[config.mk]
export PLATFORM = sky130hd
export DESIGN_NAME = regfile_access_ctrl
export DESIGN_NICKNAME = d
export VERILOG_FILES = /design/src/rtl/regfile_access_ctrl.sv
export SDC_FILE = /design/constraint.sdc
export NUM_CORES = 1
export LEC_CHECK = 0
export ABC_CLOCK_PERIOD_IN_PS = 2300
export BUFFER_PORTS_ARGS = -buffer_cell sky130_fd_sc_hd__buf_2
export CORE_MARGIN = 4
export CORE_UTILIZATION = 40
export DETAILED_ROUTE_END_ITERATION = 16
export PLACE_DENSITY = 0.79
export SYNTH_ARGS = -nofsm -noshare
export SYNTH_HDL_FRONTEND = slang
export SYNTH_SLANG_ARGS = --single-unit
[constraint.sdc]
create_clock -name clk -period 2.3 [get_ports clk]
set_input_delay 0.23 -clock clk [delete_from_list [all_inputs] [get_ports clk]]
set_output_delay 0.23 -clock clk [all_outputs]
set_load 0.05 [all_outputs]
[src/rtl/regfile_access_ctrl.sv]
// Operand-fetch / writeback sequencer in front of a single-port register file
// (async read, negedge write). Writebacks win over reads; reads fetch rs then rt.
module regfile_access_ctrl #(
  parameter int ADDR_W       = 5,
  parameter int DATA_W       = 8,
  parameter bit ZERO_PROTECT = 1'b1
) (
  input  logic              clk,
  input  logic              rst_n,
  input  logic              i_req_valid,
  output logic              o_req_ready,
  input  logic [ADDR_W-1:0] i_req_rs,
  input  logic [ADDR_W-1:0] i_req_rt,
  input  logic [ADDR_W-1:0] i_req_rd,
  input  logic              i_req_rd_we,
  output logic              o_op_valid,
  input  logic              i_op_ready,
  output logic [DATA_W-1:0] o_op_a,
  output logic [DATA_W-1:0] o_op_b,
  output logic [ADDR_W-1:0] o_op_rd,
  output logic              o_op_rd_we,
  input  logic              i_wb_valid,
  output logic              o_wb_ready,
  input  logic [ADDR_W-1:0] i_wb_addr,
  input  logic [DATA_W-1:0] i_wb_data,
  output logic [ADDR_W-1:0] o_rf_addr,
  output logic [DATA_W-1:0] o_rf_wdata,
  output logic              o_rf_we,
  input  logic [DATA_W-1:0] i_rf_rdata,
  output logic [2:0]        o_state
);

  // Handshakes: a transfer happens on a posedge where valid && ready are both 1.
  // wb_ready depends only on state; req_ready also yields to a pending writeback.
  typedef enum logic [2:0] {
    IDLE   = 3'd0,
    WRITE  = 3'd1,
    READ_A = 3'd2,
    READ_B = 3'd3,
    HOLD   = 3'd4
  } state_t;

  state_t              r_state;
  state_t              w_state_nxt;
  logic                r_op_valid,  w_op_valid_nxt;
  logic [DATA_W-1:0]   r_op_a,      w_op_a_nxt;
  logic [DATA_W-1:0]   r_op_b,      w_op_b_nxt;
  logic [ADDR_W-1:0]   r_op_rd,     w_op_rd_nxt;
  logic                r_op_rd_we,  w_op_rd_we_nxt;
  logic [ADDR_W-1:0]   r_rt,        w_rt_nxt;
  logic [ADDR_W-1:0]   r_rf_addr,   w_rf_addr_nxt;
  logic [DATA_W-1:0]   r_rf_wdata,  w_rf_wdata_nxt;
  logic                r_rf_we,     w_rf_we_nxt;
  logic                w_wb_ready;
  logic                w_req_ready;
  logic                w_wb_discard;

  assign w_wb_ready   = (r_state == IDLE);
  assign w_req_ready  = (r_state == IDLE) && !i_wb_valid;
  assign w_wb_discard = ZERO_PROTECT && (i_wb_addr == '0);

  always_comb begin
    w_state_nxt    = r_state;
    w_op_valid_nxt = r_op_valid;
    w_op_a_nxt     = r_op_a;
    w_op_b_nxt     = r_op_b;
    w_op_rd_nxt    = r_op_rd;
    w_op_rd_we_nxt = r_op_rd_we;
    w_rt_nxt       = r_rt;
    w_rf_addr_nxt  = r_rf_addr;
    w_rf_wdata_nxt = r_rf_wdata;
    w_rf_we_nxt    = 1'b0;
    case (r_state)
      IDLE: begin
        if (i_wb_valid) begin
          w_rf_addr_nxt  = i_wb_addr;
          w_rf_wdata_nxt = i_wb_data;
          // A discarded r0 write completes its handshake but never pulses rf_we
          if (!w_wb_discard) begin
            w_rf_we_nxt = 1'b1;
            w_state_nxt = WRITE;
          end
        end else if (i_req_valid) begin
          w_op_rd_nxt    = i_req_rd;
          w_op_rd_we_nxt = i_req_rd_we;
          w_rt_nxt       = i_req_rt;
          w_rf_addr_nxt  = i_req_rs;
          w_state_nxt    = READ_A;
        end
      end
      WRITE: begin
        w_state_nxt = IDLE;
      end
      READ_A: begin
        w_op_a_nxt    = i_rf_rdata;
        w_rf_addr_nxt = r_rt;
        w_state_nxt   = READ_B;
      end
      READ_B: begin
        w_op_b_nxt     = i_rf_rdata;
        w_op_valid_nxt = 1'b1;
        w_state_nxt    = HOLD;
      end
      HOLD: begin
        if (i_op_ready) begin
          w_op_valid_nxt = 1'b0;
          w_state_nxt    = IDLE;
        end
      end
      default: begin
        w_op_valid_nxt = 1'b0;
        w_state_nxt    = IDLE;
      end
    endcase
  end

  always_ff @(posedge clk or negedge rst_n) begin
    if (!rst_n) begin
      r_state    <= IDLE;
      r_op_valid <= 1'b0;
      r_op_a     <= '0;
      r_op_b     <= '0;
      r_op_rd    <= '0;
      r_op_rd_we <= 1'b0;
      r_rt       <= '0;
      r_rf_addr  <= '0;
      r_rf_wdata <= '0;
      r_rf_we    <= 1'b0;
    end else begin
      r_state    <= w_state_nxt;
      r_op_valid <= w_op_valid_nxt;
      r_op_a     <= w_op_a_nxt;
      r_op_b     <= w_op_b_nxt;
      r_op_rd    <= w_op_rd_nxt;
      r_op_rd_we <= w_op_rd_we_nxt;
      r_rt       <= w_rt_nxt;
      r_rf_addr  <= w_rf_addr_nxt;
      r_rf_wdata <= w_rf_wdata_nxt;
      r_rf_we    <= w_rf_we_nxt;
    end
  end

  assign o_req_ready = w_req_ready;
  assign o_wb_ready  = w_wb_ready;
  assign o_op_valid  = r_op_valid;
  assign o_op_a      = r_op_a;
  assign o_op_b      = r_op_b;
  assign o_op_rd     = r_op_rd;
  assign o_op_rd_we  = r_op_rd_we;
  assign o_rf_addr   = r_rf_addr;
  assign o_rf_wdata  = r_rf_wdata;
  assign o_rf_we     = r_rf_we;
  assign o_state     = r_state;

endmodule

==> summary.md, run 1 <==
| Metric | Value |
|---|---|
| Final Wtd Congestion | 0.820 |
| Top delay family on crit path | simple AND/OR/NAND/NOR gates |
| Htree depth | 2 |
| Critical path required time | 2.48 ns |
| Via count | 1291 |
| Worst Hold Class | primary input to async pin |
| Clk sink count | 45 |
| Yosys warning total | 0 |
| Max-slew violations | 0 |
| CTS resizes | 0 |
| Worst rel slew slack | 0.608 |
| Syn Area/Cell | 15.0 sq um |
| Cts hold-fix bufs | 0 |
| Row cnt | 24 |
| Clk buf depth | 2 |
| Slowest CP cell | or3b_1 |
| Skew-Pair Late Insertion Delay | 0.29 ns |
| Top FF cell, synth | dfrtp_1 |
| Least-Margin Pin Slew | 0.588 ns |
| Setup CP Type | flop to flop |
| Layout cell share with drive strength beyond 1 | 0.690 |
| CP Buf/Inv Count | 0 |
| DR WL/cell | 14.9 microns |
| Core box area | 0.00444 sq mm |
| Final period util | 0.862 |
| Critical-path cell list | or3b_1 > mux2_4 > mux2_2 |
| Crit path arrival time | 2.17 ns |
| Initial antenna violation count | 0 |
| Residual DRC | 0 |
| Die Ht | 76.6 microns |
| Area added between synthesis and finish | 28.7% |
| Vias per cell | 4.93 |
| # Max-Cap Violations | 0 |
| Synth unique cells | 22 |
| Commonest non-fill, non-tap cell in the layout | buf_2 |
| Final hold vios | 0 |
| Crit-path max cell delay | 0.66 ns |
| Reg clk slew, reported paths | 0.09 ns |
| Die ar. | 0.00586 sq mm |
| Vias in the first global route | 1378 |
| Crit end category | flop |
| Status | finished, final reports clean |
| Post-synth EDFFs | 0 |
| Most frequent cells in the layout | 83 x buf_2, 48 x mux2_2, 45 x dfrtp_1 |
| TritonCTS clock tree | done |
| Die Width | 76.6 microns |
| Async SR Flop Fraction | 1.00 |
| Worst-path fanout max | 13 |
| Area of the mapped netlist | 0.00188 sq mm |
| Setup TNS | 0 ns |
| Post-synthesis sequential area ratio | 0.599 |
| Drt initial violations | 42 |
| GR Overflow Total | 0 |
| PortBufs | 83 |
| Maximum clock rate | 504 MHz |
| Setup violators final | 0 |
| R2r worst-path depth | 3 |
| Place WS | 0.315 ns |
| # IOs | 84 |
| Total GRT Usage | 0.143 |
| # Post-CTS Setup Buffers | 0 |
| First-pass GRT wire length | 6.75 mm |
| Final Skew | 0.00729 ns |
| Final ANT Viol Nets | 0 |
| # diodes | 0 |
| Mapped Nets | 167 |
| Initial core utilization | 0.423 |
| Number of synthesized register bits | 45 |
| First-pass DRT Iterations | 4 |
| Logic depth of the worst path, buffers included | 3 |
| Final worst path period need | 1.98 ns |
| Post-synthesis cell count | 125 |
| Largest net degree at the start of global routing | 46 |
| Clk root buf | clkbuf_8 |
| Overall routed net length | 3.90 mm |
| Final net count | 251 |
| Final WS setup | 0.318 ns |
| Dpl hpwl | 3.00 mm |
| RSZ-0062 raised after global routing | false |
| Num CTS Buffers | 5 |
| CP Launch Type | flop |
## state kept, by name, indices dropped and copies added, names as in the netlist
register and flops:
o_op_a 8, r_rt 5, o_op_b 8, o_rf_wdata 8
o_rf_we 1, o_state 3, o_op_rd_we 1, o_op_rd 5
o_op_valid 1, o_rf_addr 5
## per-stage QoR
step | instances | hold WS (ns) | utilization | area, sq um
floorplan | 125 | -0.0656 | - | 1900
global placement | 254 | 0.347 | 0.524 | 2330
detailed placement | 254 | 0.350 | 0.524 | 2330
CTS | 262 | 0.0253 | 0.544 | 2420
global route | 262 | 0.0565 | 0.544 | 2420
finish | 262 | 0.00641 | 0.544 | 2420
## area by class of cell
class,instances,area [sq um]
clock buffer,5,68.8
clock inverter,3,21.3
fill,397,2020
inverter,1,3.75
multi-input combinational,71,704
sequential,45,1130
tap,52,65.1
timing repair buffer,85,430
## Yosys cell counts (2+ instances only)
master	instances	area [sq um]
mux2_2	48	541
dfrtp_1	45	1130
nor3_1	5	25.0
nand2_1	4	15.0
buf_2	3	15.0
buf_6	2	22.5
mux2_4	2	30.0
o21ai_0	2	10.0
## path summary, 6_finish.rpt
path,to,startpoint,slack [ns]
max reg2reg,o_rf_addr[4],o_state[1],0.32
min in group clk,o_rf_wdata[0],i_wb_data[0],0.16
max in group asynchronous,o_op_b[4],rst_n,1.91
max,o_rf_addr[4],o_state[1],0.32
min,o_rf_wdata[4],rst_n,0.006
min reg2reg,o_op_b[4],o_op_b[4],0.51
## cell families (layout without fill, tap and decap cells)
kind of cell    count (synthesis)  count (layout)  synth area share
mux                            50              50             0.303
flops                          45              45             0.599
simple gates                   16              16            0.0459
buf+inv                         9              94            0.0359
compound gates                  5               5            0.0160
## metal layers
layer | vias to the layer above | global-route usage | wire (microns)
li1 | 607 | - | -
met1 | 627 | 0.185 | 1690
met2 | 55 | 0.235 | 1910
met3 | 2 | 0.0414 | 274
met4 | 0 | 0.0380 | 34
met5 | - | 0 | 0
## worst reg2reg max path: stages, from the launching register on
cell and delay, ns:
dfrtp_1 0.57, or3b_1 0.66, mux2_4 0.39, mux2_2 0.26
Power of run 1 is not shown: default switching activity piles up to over one toggle a cycle in this logic, so the estimate is an artifact.
==> inputs of run 2 (changes only) <==
- ABC_AREA: unset -> 1
- PLACE_DENSITY: 0.79 -> 0.78
==> run 2 against run 1 <==
Compared with the run above:
- worst hold slack better by 0.12 ns
- worst setup slack better by 0.24 ns
- non-clock buffer count unchanged
- synthesized cell count up 85%
- die area up 3.9%
- routed wire length up 11%
- fmax up 14%
==> summary.md, run 2 <==
| Metric | Value |
|---|---|
| Status | finished, final reports clean |
| Vias in the first global route | 1658 |
| Die ar. | 0.00609 sq mm |
| Initial core utilization | 0.415 |
| Crit-path max cell delay | 0.45 ns |
| Initial antenna violation count | 0 |
| Row cnt | 25 |
| Final worst path period need | 1.74 ns |
| Worst-path fanout max | 14 |
| Layout cell share with drive strength beyond 1 | 0.322 |
| Cell-internal power | 0.00191 W |
| Vias per cell | 4.42 |
| First-pass GRT wire length | 7.42 mm |
| Least-Margin Pin Slew | 0.385 ns |
| Sequential share of power | 0.320 |
| Critical path required time | 2.07 ns |
| Post-synthesis sequential area ratio | 0.574 |
| XOR/XNOR Fraction of Synth Area | 0 |
| Synth Area in Adders | 0 |
| Final net count | 358 |
| Post-Synth Simple-Gate Area | 0.311 |
| Largest family of logic cells by synthesized area | simple AND/OR/NAND/NOR gates |
| Area leader, netlist | dfrtp_1 |
| # Post-CTS Setup Buffers | 0 |
| Post-synth top area share | 0.574 |
| GR Overflow Total | 0 |
| Residual DRC | 0 |
| # diodes | 0 |
| Worst Hold Class | primary input to flop |
| Post-synthesis cell count | 231 |
| Post-synth EDFFs | 0 |
| Final Skew | 0.00911 ns |
| Max-slew violations | 0 |
| Pwr dens | 1720 mW/mm^2 |
| First-pass DRT Iterations | 5 |
| Final period util | 0.756 |
| Reg clk slew, reported paths | 0.08 ns |
| Mapped Nets | 273 |
| Async SR Flop Fraction | 1.00 |
| Largest net degree at the start of global routing | 32 |
| PortBufs | 83 |
| Die Width | 78.0 microns |
| Setup TNS | 0 ns |
| Crit end category | output pin |
| Commonest non-fill, non-tap cell in the layout | nand2_1 |
| Die Ht | 78.0 microns |
| Number of synthesized register bits | 45 |
| Final WS setup | 0.560 ns |
| # Max-Cap Violations | 0 |
| Synth unique cells | 19 |
| Comb pwr share | 0.571 |
| Core box area | 0.00472 sq mm |
| Clk root buf | clkbuf_8 |
| Synth cell count leaders | 115 x nand2_1, 45 x dfrtp_1, 16 x o21ai_0, 15 x inv_1, 12 x nand3_1 |
| Num CTS Buffers | 5 |
| Maximum clock rate | 575 MHz |
| Place WS | 0.878 ns |
| Drt initial violations | 52 |
| Htree depth | 2 |
| Setup CP Type | flop to output pin |
| Most frequent cells in the layout | 115 x nand2_1, 83 x buf_2, 45 x dfrtp_1 |
| Yosys warning total | 0 |
| Final ANT Viol Nets | 0 |
| Top FF cell, synth | dfrtp_1 |
| Dpl hpwl | 3.32 mm |
| Clk buf depth | 2 |
| Critical-path cell list | nor2_4 > nand2_4 > nor2_8 > buf_2 |
| Crit path arrival time | 1.51 ns |
| Clk sink count | 45 |
| Complex-gate fraction of the synthesized area | 0.0491 |
| Worst VDD drop | 839 uV |
| Final Wtd Congestion | 0.788 |
| Dominant cells by area after synthesis | dfrtp_1 57%, nand2_1 22%, o21ai_0 4.1%, nand3_1 3.1%, buf_6 2.9% |
| Skew-Pair Late Insertion Delay | 0.29 ns |
| Area of the mapped netlist | 0.00196 sq mm |
| Via count | 1698 |
| Lkg Pwr | 1.48 nW |
| Slowest CP cell | dfrtp_1 |
| Clk pwr share | 0.108 |
| DR WL/cell | 11.3 microns |
| Most numerous cell in the Yosys netlist | nand2_1 |
| Overall routed net length | 4.34 mm |
| Net load switching power | 0.00239 W |
| Area added between synthesis and finish | 27.3% |
| Net Sw Frac | 0.556 |
| RSZ-0062 raised after global routing | false |
| Syn Area/Cell | 8.49 sq um |
| Final hold vios | 0 |
| Worst rel slew slack | 0.744 |
| CP Launch Type | flop |
| Total GRT Usage | 0.151 |
| # IOs | 84 |
| Post-synthesis mux area share | 0 |
| Setup violators final | 0 |
| TritonCTS clock tree | done |
run 2: changes by cell type in the layout (fill, tap and decap cells not counted), moves of 4 or more:
cell	before	now
nand2_1	4	115
inv_1	1	15
nor3_1	4	0
o21ai_0	2	16
mux2_2	48	0
nor2_1	1	8
nand3_1	0	12
run 2: kinds of logic (layout without fill, tap and decap cells):
kind of cell,count (synthesis),count (layout)
simple gates,144,144
flops,45,45
buf+inv,24,110
compound gates,18,18
run 2: path summary, 6_finish.rpt:
kind / end / slack (ns) / startpoint / cells after the start
max: o_req_ready / 0.56 / o_state[0] / 4
min: o_rf_wdata[0] / 0.13 / i_wb_data[0] / 3
max reg2reg: o_rf_addr[2] / 0.91 / o_state[0] / 7
min reg2reg: o_rf_wdata[5] / 0.48 / o_rf_wdata[5] / 2
max in group asynchronous: r_rt[3] / 1.25 / rst_n / 3
min in group asynchronous: o_op_a[0] / 0.35 / rst_n / 2
run 2: what timing repair did:
item | CTS | global route
hold buffers | 1 | 0
setup endpoints to repair | 0 | 0
endpoints found under the hold margin | 14 | 0
gates resized for setup | 0 | 0
run 2: area by class of cell:
class | instances | area, sq um
clock buffers | 7 | 76.3
clock inverters | 1 | 7.51
fillers | 442 | 2230
inverters | 17 | 63.8
multi-input cells | 162 | 707
flip-flops and latches | 45 | 1130
well taps | 67 | 83.8
repair buffers | 85 | 433
run 2: metal layers:
layer / GRT usage / part of all wire / vias to the layer above
met5: 0 / 0 / -
met4: 0.0367 / 0.0069 / 0
met3: 0.0447 / 0.074 / 5
met2: 0.269 / 0.49 / 55
met1: 0.177 / 0.42 / 759
li1: - / - / 879
run 2: power by group through the flow:
| stage | logic [W] | registers, W | clock network, W |
|---|---|---|---|
| 3_5_place_dp | 0.00249 | 0.00140 | 0 |
| 5_1_grt | 0.00265 | 0.00143 | 0.000522 |
| 4_1_cts | 0.00249 | 0.00138 | 0.000488 |
| 3_3_place_gp | 0.00246 | 0.00138 | 0 |
| 6_report | 0.00246 | 0.00138 | 0.000467 |
| 2_1_floorplan | 0.000788 | 0.00255 | 0 |
run 2: metrics by stage:
step	std cells	power [W]	hold slack (ns)	util	area, sq um
final	384	0.00431	0.130	0.529	2500
after global routing	384	0.00460	0.138	0.529	2500
after CTS	384	0.00436	0.115	0.529	2500
after global placement	375	0.00384	0.140	0.509	2400
after detailed placement	375	0.00388	0.140	0.509	2400
after floorplan	231	0.00334	-0.0656	-	1960
run 2: critical path: cells and delay by family (launching register included):
family,cells,cell delay (ns)
buffers and inverters,1,0.30
flip-flops,1,0.45
AND/OR/NAND/NOR,3,0.46
No activity file was read; power rests on OpenSTA's default activity.
